### src/rtl/hazard_ctrl.sv
// Pipeline hazard controller for the 5-stage MIPS core: shadow scoreboard, stall/flush strobes,
// EX operand forwarding and a memory-wait FSM. Define HAZARD_STATS_EN to add statistics counters.
module hazard_ctrl #(
    parameter int MEM_TIMEOUT = 16,
    parameter int CNT_W       = 32
) (
    input  logic       CLK,
    input  logic       RST,
    input  logic [4:0] rs_addrD,
    input  logic [4:0] rt_addrD,
    input  logic       useRsD,
    input  logic       useRtD,
    input  logic       RegWriteD,
    input  logic       MemtoRegD,
    input  logic       MemAccessD,
    input  logic [4:0] dest_addrD,
    input  logic       JumpD,
    input  logic       BranchTakenE,
    input  logic       mem_ready,
    output logic       StallF,
    output logic       StallD,
    output logic       StallE,
    output logic       StallM,
    output logic       FlushD,
    output logic       FlushE,
    output logic       FlushW,
    output logic [1:0] ForwardAE,
    output logic [1:0] ForwardBE,
    output logic       err_timeout
`ifdef HAZARD_STATS_EN
    ,
    output logic [CNT_W-1:0] stall_cnt,
    output logic [CNT_W-1:0] flush_cnt,
    output logic [CNT_W-1:0] memwait_cnt
`endif
);

    localparam int WAIT_W = $clog2(MEM_TIMEOUT + 1);
    localparam logic [WAIT_W-1:0] WAIT_MAX  = WAIT_W'(MEM_TIMEOUT);
    localparam logic [WAIT_W-1:0] WAIT_LAST = WAIT_W'(MEM_TIMEOUT - 1);
    localparam logic [WAIT_W-1:0] WAIT_ONE  = WAIT_W'(1);

    typedef struct packed {
        logic       valid;
        logic       regwrite;
        logic       memtoreg;
        logic       memaccess;
        logic [4:0] dest;
        logic [4:0] rs;
        logic [4:0] rt;
    } entry_t;

    localparam int     ENT_W     = $bits(entry_t);
    localparam entry_t EMPTY_ENT = entry_t'({ENT_W{1'b0}});

    typedef enum logic [0:0] {
        RUN      = 1'b0,
        MEM_WAIT = 1'b1
    } state_t;

    // An entry supplies a value for addr only if it is live, writes, and is not r0.
    function automatic logic writes_reg(input entry_t ent, input logic [4:0] addr);
        return ent.valid && ent.regwrite && (ent.dest != 5'd0) && (ent.dest == addr);
    endfunction

    function automatic logic [1:0] fwd_sel(input entry_t ent_m, input entry_t ent_w,
                                           input logic [4:0] addr);
        logic [1:0] sel;
        if (writes_reg(ent_m, addr)) begin
            sel = 2'b10;
        end else if (writes_reg(ent_w, addr)) begin
            sel = 2'b01;
        end else begin
            sel = 2'b00;
        end
        return sel;
    endfunction

    // Source operands are only meaningful while the instruction sits in EX.
    function automatic entry_t retire_operands(input entry_t ent);
        entry_t out_ent;
        out_ent    = ent;
        out_ent.rs = 5'd0;
        out_ent.rt = 5'd0;
        return out_ent;
    endfunction

    state_t            state_r;
    state_t            state_nxt_s;
    entry_t            ent_e_r;
    entry_t            ent_m_r;
    entry_t            ent_w_r;
    entry_t            id_ent_s;
    logic [WAIT_W-1:0] wait_cnt_r;
    logic              err_r;
    logic              mem_stall_s;
    logic              load_use_s;
    logic              stall_f_s;
    logic              stall_d_s;
    logic              stall_e_s;
    logic              stall_m_s;
    logic              flush_d_s;
    logic              flush_e_s;
    logic              flush_w_s;
    logic [1:0]        fwd_a_s;
    logic [1:0]        fwd_b_s;
    logic              unused_w_fields_s;

    assign unused_w_fields_s = ^{ent_w_r.memtoreg, ent_w_r.memaccess, ent_w_r.rs, ent_w_r.rt};

    // The stall starts on the first cycle the access is pending, before the FSM has entered MEM_WAIT.
    assign mem_stall_s = !mem_ready && ((state_r == MEM_WAIT) || (ent_m_r.valid && ent_m_r.memaccess));

    assign load_use_s = ent_e_r.valid && ent_e_r.memtoreg && (ent_e_r.dest != 5'd0) &&
                        ((useRsD && (rs_addrD == ent_e_r.dest)) ||
                         (useRtD && (rt_addrD == ent_e_r.dest)));

    assign fwd_a_s = fwd_sel(ent_m_r, ent_w_r, ent_e_r.rs);
    assign fwd_b_s = fwd_sel(ent_m_r, ent_w_r, ent_e_r.rt);

    // Decoded ID instruction as it would enter the EX scoreboard slot.
    always_comb begin
        id_ent_s           = EMPTY_ENT;
        id_ent_s.valid     = 1'b1;
        id_ent_s.regwrite  = RegWriteD;
        id_ent_s.memtoreg  = MemtoRegD;
        id_ent_s.memaccess = MemAccessD;
        id_ent_s.dest      = dest_addrD;
        id_ent_s.rs        = rs_addrD;
        id_ent_s.rt        = rt_addrD;
    end

    // Memory-wait FSM next state and prioritised stall/flush strobes.
    always_comb begin
        state_nxt_s = state_r;
        stall_f_s   = 1'b0;
        stall_d_s   = 1'b0;
        stall_e_s   = 1'b0;
        stall_m_s   = 1'b0;
        flush_d_s   = 1'b0;
        flush_e_s   = 1'b0;
        flush_w_s   = 1'b0;

        case (state_r)
            RUN: begin
                if (ent_m_r.valid && ent_m_r.memaccess && !mem_ready) begin
                    state_nxt_s = MEM_WAIT;
                end else begin
                    state_nxt_s = RUN;
                end
            end
            MEM_WAIT: begin
                if (mem_ready) begin
                    state_nxt_s = RUN;
                end else begin
                    state_nxt_s = MEM_WAIT;
                end
            end
            default: state_nxt_s = RUN;
        endcase

        // A taken branch bubbles EX anyway, so it overrides a coincident load-use stall.
        if (mem_stall_s) begin
            stall_f_s = 1'b1;
            stall_d_s = 1'b1;
            stall_e_s = 1'b1;
            stall_m_s = 1'b1;
            flush_w_s = 1'b1;
        end else if (BranchTakenE) begin
            flush_d_s = 1'b1;
            flush_e_s = 1'b1;
        end else if (load_use_s) begin
            stall_f_s = 1'b1;
            stall_d_s = 1'b1;
            flush_e_s = 1'b1;
        end else if (JumpD) begin
            flush_d_s = 1'b1;
        end else begin
            flush_d_s = 1'b0;
        end
    end

    // Scoreboard advance, FSM state and sticky memory-timeout tracking.
    always_ff @(posedge CLK) begin
        if (RST) begin
            state_r    <= RUN;
            ent_e_r    <= EMPTY_ENT;
            ent_m_r    <= EMPTY_ENT;
            ent_w_r    <= EMPTY_ENT;
            wait_cnt_r <= {WAIT_W{1'b0}};
            err_r      <= 1'b0;
        end else begin
            state_r <= state_nxt_s;
            if (mem_stall_s) begin
                ent_w_r <= EMPTY_ENT;
                if (wait_cnt_r != WAIT_MAX) begin
                    wait_cnt_r <= wait_cnt_r + WAIT_ONE;
                end else begin
                    wait_cnt_r <= wait_cnt_r;
                end
                // The first stalled cycle counts as the first wait cycle.
                if (wait_cnt_r >= WAIT_LAST) begin
                    err_r <= 1'b1;
                end else begin
                    err_r <= err_r;
                end
            end else begin
                ent_w_r    <= ent_m_r;
                ent_m_r    <= retire_operands(ent_e_r);
                ent_e_r    <= flush_e_s ? EMPTY_ENT : id_ent_s;
                wait_cnt_r <= {WAIT_W{1'b0}};
            end
        end
    end

    assign StallF      = stall_f_s && !RST;
    assign StallD      = stall_d_s && !RST;
    assign StallE      = stall_e_s && !RST;
    assign StallM      = stall_m_s && !RST;
    assign FlushD      = flush_d_s && !RST;
    assign FlushE      = flush_e_s && !RST;
    assign FlushW      = flush_w_s && !RST;
    assign ForwardAE   = RST ? 2'b00 : fwd_a_s;
    assign ForwardBE   = RST ? 2'b00 : fwd_b_s;
    assign err_timeout = err_r && !RST;

`ifdef HAZARD_STATS_EN
    logic [CNT_W-1:0] stall_cnt_r;
    logic [CNT_W-1:0] flush_cnt_r;
    logic [CNT_W-1:0] memwait_cnt_r;

    function automatic logic [CNT_W-1:0] sat_inc(input logic [CNT_W-1:0] cnt, input logic hit);
        logic [CNT_W-1:0] nxt;
        if (hit && (cnt != {CNT_W{1'b1}})) begin
            nxt = cnt + CNT_W'(1);
        end else begin
            nxt = cnt;
        end
        return nxt;
    endfunction

    // Saturating event counters.
    always_ff @(posedge CLK) begin
        if (RST) begin
            stall_cnt_r   <= {CNT_W{1'b0}};
            flush_cnt_r   <= {CNT_W{1'b0}};
            memwait_cnt_r <= {CNT_W{1'b0}};
        end else begin
            stall_cnt_r   <= sat_inc(stall_cnt_r, stall_d_s);
            flush_cnt_r   <= sat_inc(flush_cnt_r, flush_d_s || flush_e_s);
            memwait_cnt_r <= sat_inc(memwait_cnt_r, mem_stall_s);
        end
    end

    assign stall_cnt   = RST ? {CNT_W{1'b0}} : stall_cnt_r;
    assign flush_cnt   = RST ? {CNT_W{1'b0}} : flush_cnt_r;
    assign memwait_cnt = RST ? {CNT_W{1'b0}} : memwait_cnt_r;
`else
    localparam int unused_cnt_w = CNT_W;
`endif

endmodule

### config.mk
export PLATFORM = sky130hd
export DESIGN_NAME = hazard_ctrl
export DESIGN_NICKNAME = d
export VERILOG_FILES = /design/src/rtl/hazard_ctrl.sv
export SDC_FILE = /design/constraint.sdc
export NUM_CORES = 1
export LEC_CHECK = 0
export CORE_MARGIN = 2
export CORE_UTILIZATION = 57
export CTS_CLUSTER_DIAMETER = 50
export DETAILED_ROUTE_END_ITERATION = 8
export PLACE_DENSITY = 0.94
export SLEW_MARGIN = 20
export SYNTH_ARGS = -nofsm -noshare
export SYNTH_HDL_FRONTEND = slang
export SYNTH_SLANG_ARGS = --single-unit
### constraint.sdc
create_clock -name CLK -period 4.8 [get_ports CLK]
set_input_delay 0.72 -clock CLK [delete_from_list [all_inputs] [get_ports CLK]]
set_output_delay 0.72 -clock CLK [all_outputs]
set_load 0.02 [all_outputs]
==> impl_metrics.tcl, run 1 <==
set metrics [dict create \
    root_buffer "clkbuf_8" \
    hold_buffers 0 \
    outcome "completed" \
    grt_usage_pct 25.22 \
    synthTopCellsByArea "dfxtp_1 (37%), xnor2_1 (7.9%), a32oi_1 (7.1%), nor2b_1 (5.7%), o21ai_0 (5.7%)" \
    die_area_sq_um 4390 \
    hold_class "flop to flop" \
    grt_overflow 0 \
    fin_crit_ns 3.569 \
    drv_slew 0 \
    synth_top_cell_area_share_pct 37.15 \
    finalSetupViolations 0 \
    hold_viol_final 0 \
    grt_pass1_wl_mm 8.542 \
    p_leak_nw 0.9825 \
    hold-path-cell-count 2 \
    synth_most_common_cell "dfxtp_1" \
    fill_cells 272 \
    tns_ns 0 \
    top_level_ports 37 \
    fin_hold_ws_ns 0.4977 \
    clockBufferDepth 2 \
    die_h_um 66.26 \
    antennaDiodeCount 0 \
    syn2layout_area_growth_pct 20.22 \
    yosysTopAreaCell "dfxtp_1" \
    min_to "ent_e_r[15]" \
    worstSetupStartpointType "input pin" \
    cp.required_ns 4.08 \
    synth-warning-count 0 \
    cts_resized 0 \
    drc 0 \
    wl_per_cell_um 14.89 \
    post-cts-setup-buffer-count 0 \
    drt_wl_total_mm 4.974 \
    rows 22 \
    peakVddDrop_mv 0.1743 \
    fp.dieW_um 66.26 \
    start_util_pct 59.91 \
    cts_tree "done" \
    worstMarginPinSlew_ns 0.7901 \
    via_count 1958 \
    slowest_delay_ns 0.60 \
    reg2reg_setup_slack_ns 2.95 \
    synth-edff-count 0 \
    reg2reg_depth 4 \
    detailedRoute.firstPassIterationCount 4 \
    maxCapViolCount 0 \
    avgSynthCellArea_sq_um 8.598 \
    gp_congestion 0.9105 \
    htreeDepth 2 \
    path_class "input pin to output pin" \
    synth_commonest_cells "dfxtp_1 (41), nand2_1 (28), o21ai_0 (25)" \
    syn_nets 285 \
    synth_seq_cells 41 \
    async_flop_share_pct 0 \
    clkTransAtPathRegs_ns 0.07 \
    drt.antenna.violating_nets 0 \
    clock_sinks 41 \
    synthFlopType "dfxtp_1" \
    hp-start "ent_e_r[15]" \
    relSlewSlack_pct 47.16 \
    first_global_vias 1852 \
    dpl.hpwl_mm 3.531 \
    critPathMaxFanout 9 \
    cts_buffers 5 \
    grt_max_degree 45 \
    drt_iter0_drc 159 \
    path_cells "clkdlybuf4s50_1 -> or3_1 -> inv_1 -> a21o_1 -> clkdlybuf4s50_1" \
    final_nets 313 \
    rsz0062_at_grt "no" \
    crit_path_frequent_cell "clkdlybuf4s50_1" \
    drive_above_1_share_pct 6.993 \
    io_buffers 36 \
    cpMaxStageDelayCell "clkdlybuf4s50_1" \
    arrival_ns 2.85 \
    r2r-start "ent_e_r[12]" \
    syn_inst 257 \
    post-route-period-util_pct 74.35 \
    p_per_area_nw_per_um2 279.9 \
    end_kind "output pin" \
    seq_area_frac_synth_pct 37.15 \
    design.core.area_sq_um 3689 \
    finalClockSkew_ns 0.006031 \
    synth_cell_types 39 \
    rr_endpoint "ent_e_r[9]" \
    viasPerCell 5.862 \
    syn_area_sq_um 2210 \
    fmax_ghz 0.2802 \
    clkLatencyLatePin_ns 0.29 \
    antenna_found_initial 0 \
]
-- registers in the layout, summed over array words and instances (netlist names) --
name        cells
ent_e_r        19
ent_m_r         8
ent_w_r         7
wait_cnt_r      5
err_r           1
state_r         1
-- cell type report --
type                            count  area, sq um  share of cell area [%]
Multi-Input combinational cell    190         1254                   47.20
Tap cell                           48        60.06                   2.261
Inverter                            6        22.52                  0.8479
Clock buffer                        7        96.34                   3.627
Sequential cell                    41        820.8                   30.90
Clock inverter                      1        5.005                  0.1884
Timing Repair Buffer               41        397.9                   14.98
-- power breakdown --
group          leakage (nW)  internal, W  switching, W
Clock                0.0542     0.000130      0.000113
Combinational         0.591    0.0000622     0.0000521
Sequential            0.337     0.000359     0.0000267
-- how the worst max path moves through the flow --
stage | from | to | slack, ns | depth (start not counted)
floorplan | RST | StallF | 2.02 | 7
global placement | RST | StallF | 1.30 | 6
detailed placement | RST | StallD | 1.26 | 6
CTS | mem_ready | StallD | 1.23 | 5
global route | mem_ready | StallD | 1.16 | 5
finish | mem_ready | StallD | 1.23 | 5
-- metal layers --
metal | track usage [%] | vias to the layer above | wire length [um]
met5 | 0 | - | 0
met4 | 12.50 | 0 | 74
met3 | 4.259 | 7 | 246
met2 | 40.13 | 69 | 2460
met1 | 32.81 | 932 | 2192
li1 | - | 950 | -
-- per-stage QoR --
stage	util (%)	std cells	power, W	setup slack [ns]	instance area (sq um)
CTS	72.01	334	0.0007450	1.235	2656
floorplan	-	257	0.0004639	2.021	2210
global route	72.01	334	0.0007771	1.159	2656
detailed placement	69.27	326	0.0005063	1.255	2555
global placement	69.27	326	0.0005023	1.301	2555
finish	72.01	334	0.0007435	1.231	2656
-- placed cells by master (no fill, tap or decap), types with 3 or more instances in the layout --
cell type and count:
dfxtp_1 41, clkdlybuf4s50_1 36, nand2_1 28, o21ai_0 25, xnor2_1 20, nor2b_1 20
a32oi_1 18, xor2_1 13, nor2_1 8, nor3_1 7, a21oi_1 7, and2_1 7
clkbuf_8 7, inv_1 6, buf_4 5, nand3_1 3, mux2i_1 3, ha_1 3
-- kinds of logic (layout without fill, tap and decap cells) --
| group | Yosys count | count (layout) | synth area share, % |
|---|---|---|---|
| compound gates | 63 | 63 | 19.76 |
| xor+xnor | 33 | 33 | 13.08 |
| fa+ha+maj | 3 | 3 | 1.699 |
| buf+inv | 26 | 55 | 6.115 |
| flops | 41 | 41 | 37.15 |
| mux | 3 | 3 | 1.359 |
| simple gates | 88 | 88 | 20.84 |
-- critical path: cells and delay by family --
kind,cells,cell delay (ns)
simple gates,1,0.55
buf+inv,3,1.43
compound gates,1,0.15
No activity file was read; power rests on OpenSTA's default activity.
==> run 2: changes to the inputs <==
CORE_UTILIZATION = 53   (was 57)
PLACE_DENSITY = 0.89   (was 0.94)
clock period = 3.31 ns   (was 4.8 ns; I/O delays follow)
==> impl_metrics.tcl, run 2 (synthesized netlist as in run 1, its figures left out) <==
set metrics [dict create \
    htreeDepth 2 \
    rr_endpoint "ent_e_r[12]" \
    outcome "completed" \
    design.core.area_sq_um 4000 \
    arrival_ns 2.54 \
    hold_class "flop to flop" \
    cts_resized 0 \
    antennaDiodeCount 0 \
    fill_cells 328 \
    first_global_vias 1789 \
    clkLatencyLatePin_ns 0.29 \
    dpl.hpwl_mm 3.676 \
    clkTransAtPathRegs_ns 0.08 \
    detailedRoute.firstPassIterationCount 4 \
    tns_ns 0 \
    maxCapViolCount 0 \
    post-cts-setup-buffer-count 0 \
    finalSetupViolations 0 \
    antenna_found_initial 0 \
    hold_buffers 0 \
    postLayoutSetupSlackWorst_ns 0.2772 \
    final_cell_mix "dfxtp_1 (41), clkdlybuf4s50_1 (36), nand2_1 (28), o21ai_0 (25)" \
    drt_iter0_drc 97 \
    hold-path-cell-count 2 \
    hold_viol_final 0 \
    multi_input_area_sq_um 1254 \
    die_h_um 68.57 \
    wl_per_cell_um 14.37 \
    via_count 1882 \
    largestRegisters "ent_e_r: 19 flops, ent_m_r: 8 flops, ent_w_r: 7 flops" \
    top_level_ports 37 \
    cts_tree "done" \
    dpl_cell_area_sq_um 2595 \
    p_per_area_nw_per_um2 404.1 \
    drc 0 \
    p_leak_nw 1.007 \
    rows 23 \
    root_buffer "clkbuf_8" \
    grt_pass1_wl_mm 8.086 \
    grt_overflow 0 \
    finalClockSkew_ns 0.007688 \
    critPathMaxFanout 9 \
    cts_buffers 5 \
    final_cell_area_sq_um 2700 \
    drive_above_1_share_pct 8.591 \
    largest_register_ffs 19 \
    seq_area_sq_um 820.8 \
    dp_slack_ns 0.2730 \
    start_util_pct 55.24 \
    drt.antenna.violating_nets 0 \
    drv_slew 0 \
    peakVddDrop_mv 0.2753 \
    fmax_ghz 0.3297 \
    path_class "input pin to output pin" \
    end_kind "output pin" \
    grt_usage_pct 22.84 \
    final_nets 318 \
    fp.dieW_um 68.57 \
    r2r-start "ent_e_r[12]" \
    worstMarginPinSlew_ns 0.5558 \
    reg2reg_setup_slack_ns 1.48 \
    reg2reg_depth 5 \
    worstSetupStartpointType "input pin" \
    fin_crit_ns 3.033 \
    gp_congestion 0.8036 \
    layout_commonest_cell "dfxtp_1" \
    min_to "ent_e_r[15]" \
    relSlewSlack_pct 62.66 \
    io_buffers 36 \
    viasPerCell 5.519 \
    clock_sinks 41 \
    post-route-period-util_pct 91.63 \
    clockBufferDepth 2 \
    grt_max_degree 38 \
    syn2layout_area_growth_pct 22.20 \
    die_area_sq_um 4702 \
    regMostFlops "ent_e_r" \
    hp-start "ent_e_r[15]" \
    drt_wl_total_mm 4.901 \
    cp.required_ns 2.81 \
    rsz0062_at_grt "no" \
]
run 2: routing by layer:
layer | track usage, % | wire length (um)
met5 | 0 | 0
met4 | 3.750 | 8
met3 | 6.006 | 226
met2 | 38.82 | 2520
met1 | 29.45 | 2146
run 2: area by class of cell:
type / instances / share of cell area (%)
Sequential cell: 41 / 30.40
Tap cell: 50 / 2.317
Inverter: 6 / 0.8341
Clock buffer: 7 / 3.568
Multi-Input combinational cell: 190 / 46.43
Clock inverter: 1 / 0.3244
Timing Repair Buffer: 46 / 16.13
run 2: how the worst max path moves through the flow:
stage                         to         from  slack (ns)
after floorplan           StallF          RST        0.98
after global placement    FlushD  rs_addrD[2]        0.33
after detailed placement  FlushD  rt_addrD[2]        0.27
after CTS                 FlushD  rt_addrD[2]        0.26
after global routing      FlushD  rs_addrD[3]        0.15
final                     FlushD  rt_addrD[2]        0.28
run 2: worst max-delay path, cell delays in order:
cell and delay (ns):
clkdlybuf4s50_1 0.51, xnor2_1 0.14, nand4_1 0.11, o22ai_1 0.43
buf_4 0.26, a21oi_2 0.06, clkdlybuf4s50_1 0.54
run 2: where the power goes:
part	switching [W]	total [W]	internal [W]
Combinational	0.0000767	0.000170	0.0000929
Sequential	0.0000377	0.000559	0.000521
Clock	0.000170	0.000363	0.000192
Total	0.000285	0.00109	0.000807
run 2: per-stage QoR:
stage                     utilization [%]  hold slack [ns]  cells  total power, W
after floorplan                         -           0.4353    257       0.0006727
after global placement              64.87           0.4807    333       0.0007321
after detailed placement            64.87           0.4838    333       0.0007385
after CTS                           67.50           0.5034    341        0.001097
after global routing                67.50           0.5279    341        0.001142
final                               67.50           0.4984    341        0.001091
